<file path="config.mk">
export PLATFORM = sky130hd
export DESIGN_NAME = fsm_control
export DESIGN_NICKNAME = d
export VERILOG_FILES = /design/src/rtl/fsm_control.sv
export SDC_FILE = /design/constraint.sdc
export NUM_CORES = 1
export LEC_CHECK = 0
export ABC_AREA = 1
export CORE_AREA = 2 2 39 41
export DETAILED_ROUTE_END_ITERATION = 16
export DIE_AREA = 0 0 41 43
export DONT_BUFFER_PORTS = 1
export PLACE_DENSITY = 0.53
export SKIP_CTS_REPAIR_TIMING = 1
export SYNTH_ARGS = -nofsm -noshare
export SYNTH_HDL_FRONTEND = slang
export SYNTH_SLANG_ARGS = --single-unit
export TNS_END_PERCENT = 50
</file>
<file path="constraint.sdc">
create_clock -name Clk_i -period 1.4 [get_ports Clk_i]
set_input_delay 0.21 -clock Clk_i [delete_from_list [all_inputs] [get_ports Clk_i]]
set_output_delay 0.21 -clock Clk_i [all_outputs]
set_load 0.02 [all_outputs]
</file>
<file path="src/rtl/fsm_control.sv">
// Highway/farm-road traffic light controller with a saturating dwell timer.
// Optional macro FSM_CONTROL_TICK_EN adds Tick_i as the count enable.
module fsm_control #(
    parameter int LONG_T  = 8,
    parameter int SHORT_T = 3,
    parameter int TW      = 4
) (
    input  logic          Clk_i,
    input  logic          Reset_i,
`ifdef FSM_CONTROL_TICK_EN
    input  logic          Tick_i,
`endif
    input  logic          Car_i,
    output logic [1:0]    CurrentState_o,
    output logic          StateChange_o,
    output logic [TW-1:0] Timer_o
);

    typedef enum logic [1:0] {
        HWY_GREEN   = 2'b00,
        HWY_YELLOW  = 2'b01,
        FARM_GREEN  = 2'b10,
        FARM_YELLOW = 2'b11
    } state_t;

    localparam logic [TW-1:0] LONG_LAST  = TW'(LONG_T - 1);
    localparam logic [TW-1:0] SHORT_LAST = TW'(SHORT_T - 1);
    localparam logic [TW-1:0] TIMER_MAX  = '1;

    state_t        state;
    state_t        next_state;
    logic          car_meta;
    logic          car_sync;
    logic          count_en;
    logic [TW-1:0] timer;
    logic          state_change;

`ifdef FSM_CONTROL_TICK_EN
    assign count_en = Tick_i;
`else
    assign count_en = 1'b1;
`endif

    // Car_i is asynchronous; only the second flop may feed decisions.
    always_ff @(posedge Clk_i or posedge Reset_i) begin
        if (Reset_i) begin
            car_meta <= 1'b0;
            car_sync <= 1'b0;
        end else begin
            car_meta <= Car_i;
            car_sync <= car_meta;
        end
    end

    always_comb begin
        next_state = state;
        case (state)
            HWY_GREEN:
                if (count_en && car_sync && (timer >= LONG_LAST))
                    next_state = HWY_YELLOW;
            HWY_YELLOW:
                if (count_en && (timer == SHORT_LAST))
                    next_state = FARM_GREEN;
            FARM_GREEN:
                if (count_en && (!car_sync || (timer == LONG_LAST)))
                    next_state = FARM_YELLOW;
            FARM_YELLOW:
                if (count_en && (timer == SHORT_LAST))
                    next_state = HWY_GREEN;
            default:
                next_state = HWY_GREEN;
        endcase
    end

    // The timer restarts from zero in the first cycle of every new state.
    always_ff @(posedge Clk_i or posedge Reset_i) begin
        if (Reset_i) begin
            state        <= HWY_GREEN;
            timer        <= '0;
            state_change <= 1'b0;
        end else begin
            state        <= next_state;
            state_change <= (next_state != state);
            if (next_state != state)
                timer <= '0;
            else if (count_en && (timer != TIMER_MAX))
                timer <= timer + 1'b1;
        end
    end

    assign CurrentState_o = state;
    assign StateChange_o  = state_change;
    assign Timer_o        = timer;

endmodule

</file>
==> reports/metrics.csv, run 1 <==
stage;metric;value;unit
placement;I/O Buffers;0;
worst_setup_path;CP cell instances;ha_2 > nand3_2 > o21ai_2 > nand2_2 > a21oi_4 > nor2_1;
drt;DR DRC count;0;
worst_setup_path;Reg2Reg Launch Point;Timer_o[1]$_DFFE_PP0P_;
global_route;initial antenna violation count;0;
clock_tree;Clock Latency Late Sink;0.25;ns
drt;DRT iter0 DRCs;2;
clock_tree;Worst-path clk slew;0.06;ns
sta;Max-slew headroom;76.5;%
worst_setup_path;CP max stage delay;0.40;ns
drt;drt via density;4.46;
sta;fin crit period;1.25;ns
cells_and_area;nets;73;
drt;Final ANT Viol Nets;0;
clock_tree;htree depth;1;
global_route;number of global-route vias before repair;379;
synthesis;most frequent cells after synthesis;dfrtp_1 (9), inv_1 (8), nor2_1 (7);
drt;routed length per instance;9.89;um
floorplanning;core area;0.00138;sq mm
worst_setup_path;CP Launch Type;flop;
global_route;gr ovfl total;0;
clock_tree;CTS Root Cell;clkbuf_4;
clock_tree;total CTS buffers;3;
global_route;largest net degree at the start of global routing;10;
power_and_ir_drop;P_sw;0.629;mW
cells_and_area;area of the multi-input gates;214;sq um
global_route;global-route wire length before repair;1590;um
sta;Worst-Margin Slew;0.353;ns
worst_setup_path;Critical path buffers and inverters;0;
synthesis;Avg Cell Area, Syn;8.78;sq um
sta;setup violators final;0;
sta;Setup Skew;0.00669;ns
placement;Placer Congestion;0.715;
global_route;Overall Global Routing Usage;13.0;%
synthesis;most frequent cell after synthesis;dfrtp_1;
synthesis;sequential element share of the synthesized area;47.5;%
placement;post-DP HPWL;651;um
floorplanning;total die area;0.00176;sq mm
clock_tree;CTS tree;done;
sta;setup TNS;0;ns
placement;dpl cell area;532;sq um
worst_setup_path;critical path required time;1.54;ns
sta;fin. max-slew vios;0;
synthesis;unique cell type count in the Yosys netlist;19;
drt;vias;370;
synthesis;synthesized flop and latch total;9;
clock_tree;Clock Sinks;9;
synthesis;Synth area leader;dfrtp_1;
synthesis;Main synth FF type;dfrtp_1;
worst_setup_path;CP Capture Type;flop;
synthesis;Mapped Cells;54;
synthesis;asr flop ratio synth;100;%
cells_and_area;register area;225;sq um
cells_and_area;filler cell count;143;
power_and_ir_drop;static leakage power;0.293;nW
synthesis;number of synthesized flops with an enable pin;0;
sta;Min Hold Slack;0.346;ns
min_path;min-delay worst type;in -> async;
worst_setup_path;Worst setup startpoint;Timer_o[1]$_DFFE_PP0P_;
sta;final hold vios;0;
worst_setup_path;CP max-delay cell;dfrtp_1;
drt;Pre-antenna DRT Iters;2;
cells_and_area;Final Cell Area;596;sq um
sta;setup ws final;0.152;ns
worst_setup_path;delay-heaviest family, CP;flip-flops;
power_and_ir_drop;total chip power;1.39;mW
power_and_ir_drop;combinational share of power;50.2;%
synthesis;synth warn;0;
floorplanning;Die Ht;43;um
worst_setup_path;critical path peak fanout;5;
power_and_ir_drop;power density over the cells;2330;mW/mm^2
flow_run;Max Cap Viol;0;
sta;Highest Clock Rate;801;MHz
drt;Routed WL;821;um
sta;Final period util;89.2;%
synthesis;Net Count, Synth;59;
placement;pre-CTS setup slack;0.121;ns
clock_tree;Max clock buf depth;2;
worst_setup_path;WS Path Type;reg -> reg;
floorplanning;Rows;14;
synthesis;Mapped Area;474;sq um
power_and_ir_drop;switch share;45.4;%
sta;RSZ-0062 raised after global routing;true;
power_and_ir_drop;register share of total power;36.0;%
cells_and_area;layout cell share with drive strength beyond 1;29.9;%
worst_setup_path;crit path DAT;1.39;ns
synthesis;ranking of synthesized cells by area;dfrtp_1 (47%), inv_1 (6.3%), nor2_1 (5.5%);
synthesis;top-area cell type share of the netlist area;47.5;%
power_and_ir_drop;Peak VDD IR;0.941;mV
cells_and_area;Synth-to-Final Area Change;25.6;%
floorplanning;io pins;10;
power_and_ir_drop;clock share of power;13.7;%
outcome;outcome;completed;
floorplanning;die span in x;41;um
power_and_ir_drop;cell-internal power;0.757;mW
floorplanning;Initial Util;34.3;%
cells_and_area;# diodes;0;
layer usage:
layer / GRT usage, % / wire [um]
met4: 4.00 / 0
met2: 18.1 / 372
met3: 3.14 / 28
met1: 19.6 / 420
met5: 0 / 0
cell usage in the layout (no fill, tap or decap):
cell           instances
nand2_1                5
inv_2                  2
nor2_1                 7
clkbuf_1               1
ha_1                   1
clkbuf_4               3
nand4_1                2
a21oi_4                1
nand2_2                2
buf_4                  7
dlygate4sd3_1          2
o211ai_1               1
nor2_2                 1
o21ai_2                1
a21oi_1                1
nor3_1                 1
o21ai_0                3
xor2_1                 1
dfrtp_1                9
a21oi_2                1
nand3_2                1
nand3_1                5
inv_1                  8
ha_2                   1
state kept, by name, indices dropped and copies added, names as in the netlist:
signal	count
CurrentState_o	2
car_meta	1
StateChange_o	1
car_sync	1
Timer_o	4
area by class of cell:
class,count,area share [%]
sequential,9,37.8
multi-input combinational,35,35.9
timing repair buffer,9,12.2
inverter,10,6.30
clock buffer,4,4.41
tap,16,3.36
cell families (layout without fill, tap and decap cells):
family	after synthesis	count (layout)	synth area share [%]
AOI/OAI and AO/OA	8	8	12.9
xor gates and xnor gates	1	1	1.85
DFF	9	9	47.5
and+or+nand+nor	24	24	24.5
adders and majority gates	2	2	5.28
buffers and inverters	10	23	7.92
metrics by stage:
stage               util (%)  cells
finish                  43.0     83
CTS                     40.3     79
global route            43.0     83
floorplan                  -     54
detailed placement      38.4     75
global placement        38.4     75
path summary, 6_finish.rpt:
path | depth (start not counted) | end | slack [ns]
setup / recovery | 6 | Timer_o[3]$_DFFE_PP0P_ | 0.15
hold / removal | 2 | StateChange_o$_DFF_PP0_ | 0.35
setup reg to reg | 6 | Timer_o[3]$_DFFE_PP0P_ | 0.15
hold reg to reg | 0 | car_sync$_DFF_PP0_ | 0.35
max in group asynchronous | 2 | car_meta$_DFF_PP0_ | 0.80
min in group Clk_i | 0 | car_sync$_DFF_PP0_ | 0.35
worst reg2reg max path, stage by stage, from the launching register on:
cell	delay, ns
dfrtp_1	0.40
ha_2	0.23
nand3_2	0.10
o21ai_2	0.08
nand2_2	0.07
a21oi_4	0.19
nor2_1	0.07
power by group through the flow:
stage               clock network (mW)  registers (mW)  logic [mW]
finish                           0.190           0.499       0.696
global route                     0.216           0.517       0.799
CTS                              0.197           0.500       0.661
detailed placement                   0           0.503       0.654
global placement                     0           0.502       0.651
floorplan                            0           0.565       0.403
No activity file was read; power rests on OpenSTA's default activity.
==> run 2: changes to the inputs <==
CTS_BUF_LIST = sky130_fd_sc_hd__clkbuf_2 sky130_fd_sc_hd__clkbuf_4 sky130_fd_sc_hd__clkbuf_8   (was default)
==> run 2 against run 1 <==
Clock skew grew 0.00077 ns. Sequential cell count stayed put. Largest power group unchanged. Clock power is 10% higher.
==> reports/metrics.csv, run 2 (synthesis gave the netlist of run 1 again) <==
stage;metric;value;unit;change
placement;Placer Congestion;0.715;;unchanged
placement;post-DP HPWL;651;um;unchanged
clock_tree;Clock Latency Late Sink;0.25;ns;about the same
worst_setup_path;WS Path Type;reg -> reg;;
drt;drt via density;4.48;;+0.54%
floorplanning;total die area;0.00176;sq mm;unchanged
global_route;number of global-route vias before repair;380;;+0.26%
floorplanning;Initial Util;34.3;%;unchanged
worst_setup_path;reg2reg setup slack;0.15;ns;about the same
cells_and_area;Synth-to-Final Area Change;26.4;%;
worst_setup_path;Worst setup endpoint;Timer_o[3]$_DFFE_PP0P_;;
sta;RSZ-0062 raised after global routing;true;;
power_and_ir_drop;power density over the cells;2340;mW/mm^2;+0.71%
cells_and_area;layout cell share with drive strength beyond 1;31.3;%;+1.5 points
placement;I/O Buffers;0;;unchanged
clock_tree;htree depth;1;;unchanged
cells_and_area;nets;73;;unchanged
worst_setup_path;crit path DAT;1.39;ns;about the same
clock_tree;Max clock buf depth;2;;unchanged
floorplanning;io pins;10;;unchanged
sta;Final period util;89.2;%;about the same
floorplanning;Rows;14;;unchanged
global_route;largest net degree at the start of global routing;10;;unchanged
sta;setup ws final;0.152;ns;-0.00000100 ns
sta;setup violators final;0;;unchanged
global_route;Overall Global Routing Usage;12.9;%;-0.10 points
cells_and_area;# diodes;0;;unchanged
drt;Final ANT Viol Nets;0;;unchanged
min_path;min-delay worst type;in -> async;;
power_and_ir_drop;static leakage power;0.297;nW;+1.2%
cells_and_area;max reg flops;4;;unchanged
cells_and_area;commonest cells after routing, fill and taps aside;dfrtp_1 (9), inv_1 (8), nor2_1 (7), buf_4 (7);;
flow_run;Max Cap Viol;0;;unchanged
clock_tree;Clock Sinks;9;;unchanged
sta;Setup Skew;0.00746;ns;+0.000769 ns
power_and_ir_drop;total chip power;1.40;mW;+1.3%
floorplanning;Die Ht;43;um;unchanged
drt;DRT iter0 DRCs;2;;unchanged
global_route;gr ovfl total;0;;unchanged
drt;DR DRC count;0;;unchanged
floorplanning;die span in x;41;um;unchanged
global_route;global-route wire length before repair;1570;um;-0.88%
worst_setup_path;Reg2Reg Launch Point;Timer_o[1]$_DFFE_PP0P_;;
drt;routed length per instance;9.86;um;-0.37%
clock_tree;CTS Root Cell;clkbuf_4;;
worst_setup_path;worst reg2reg endpoint;Timer_o[3]$_DFFE_PP0P_;;
placement;pre-CTS setup slack;0.121;ns;unchanged
placement;dpl cell area;532;sq um;unchanged
worst_setup_path;Worst Reg-to-Reg Cells;6;;unchanged
worst_setup_path;CP Launch Type;flop;;
power_and_ir_drop;Peak VDD IR;1.06;mV;+13%
sta;Min Hold Slack;0.346;ns;-0.000238 ns
global_route;initial antenna violation count;0;;unchanged
outcome;outcome;completed;;
sta;setup TNS;0;ns;unchanged
clock_tree;Worst-path clk slew;0.06;ns;about the same
sta;fin crit period;1.25;ns;+0.00000100 ns
worst_setup_path;critical path required time;1.54;ns;about the same
drt;vias;372;;+0.54%
sta;Highest Clock Rate;801;MHz;unchanged
worst_setup_path;critical path peak fanout;5;;unchanged
sta;Max-slew headroom;76.5;%;about the same
sta;Worst-Margin Slew;0.353;ns;+0.00000274 ns
clock_tree;CTS tree;done;;
worst_setup_path;CP Capture Type;flop;;
drt;Pre-antenna DRT Iters;2;;unchanged
worst_setup_path;Worst setup startpoint;Timer_o[1]$_DFFE_PP0P_;;
sta;fin. max-slew vios;0;;unchanged
cells_and_area;most common cell after layout, fill and taps aside;dfrtp_1;;
drt;Routed WL;818;um;-0.37%
sta;final hold vios;0;;unchanged
clock_tree;total CTS buffers;3;;unchanged
floorplanning;core area;0.00138;sq mm;unchanged
cells_and_area;Final Cell Area;599;sq um;+0.63%
## run 2: cell counts in the layout (fill, tap and decap cells not counted)
Identical to the previous run, type by type.
## run 2: how the worst min path moves through the flow
stage                             from                           to  slack (ns)  cells past startpoint
finish                         Reset_i      StateChange_o$_DFF_PP0_        0.35                      2
CTS                            Reset_i      StateChange_o$_DFF_PP0_       -0.20                      1
detailed placement             Reset_i  CurrentState_o[1]$_DFF_PP0_        0.08                      1
global placement               Reset_i  CurrentState_o[1]$_DFF_PP0_        0.08                      1
floorplan                      Reset_i  CurrentState_o[0]$_DFF_PP0_        0.04                      1
global route        car_meta$_DFF_PP0_           car_sync$_DFF_PP0_        0.36                      0
## run 2: through the flow
stage	std cells	util (%)
2_1_floorplan	54	-
3_3_place_gp	75	38.4
3_5_place_dp	75	38.4
4_1_cts	79	40.6
5_1_grt	83	43.3
6_report	83	43.3
## run 2: final cells by class
class	instances	area, sq um
inverters	10	37.5
flip-flops and latches	9	225
fillers	140	785
well taps	16	20.0
clock buffers	4	30.0
multi-input cells	35	214
repair buffers	9	72.6
## run 2: critical path, cell delays in order (launching register included)
cell and delay [ns]:
dfrtp_1 0.40, ha_2 0.23, nand3_2 0.10, o21ai_2 0.08
nand2_2 0.07, a21oi_4 0.19, nor2_1 0.07
## run 2: power breakdown
part	leakage [nW]	internal, mW	switching, mW	total (mW)
Clock	0.0184	0.129	0.0805	0.209
Combinational	0.166	0.291	0.405	0.696
Sequential	0.113	0.356	0.143	0.499
Total	0.297	0.776	0.629	1.40
## run 2: layer usage
metal	vias up	routed length, um	track usage (%)
met5	-	0	0
met3	0	28	3.14
met2	6	371	18.1
met4	0	0	4.00
li1	204	-	-
met1	162	418	19.3
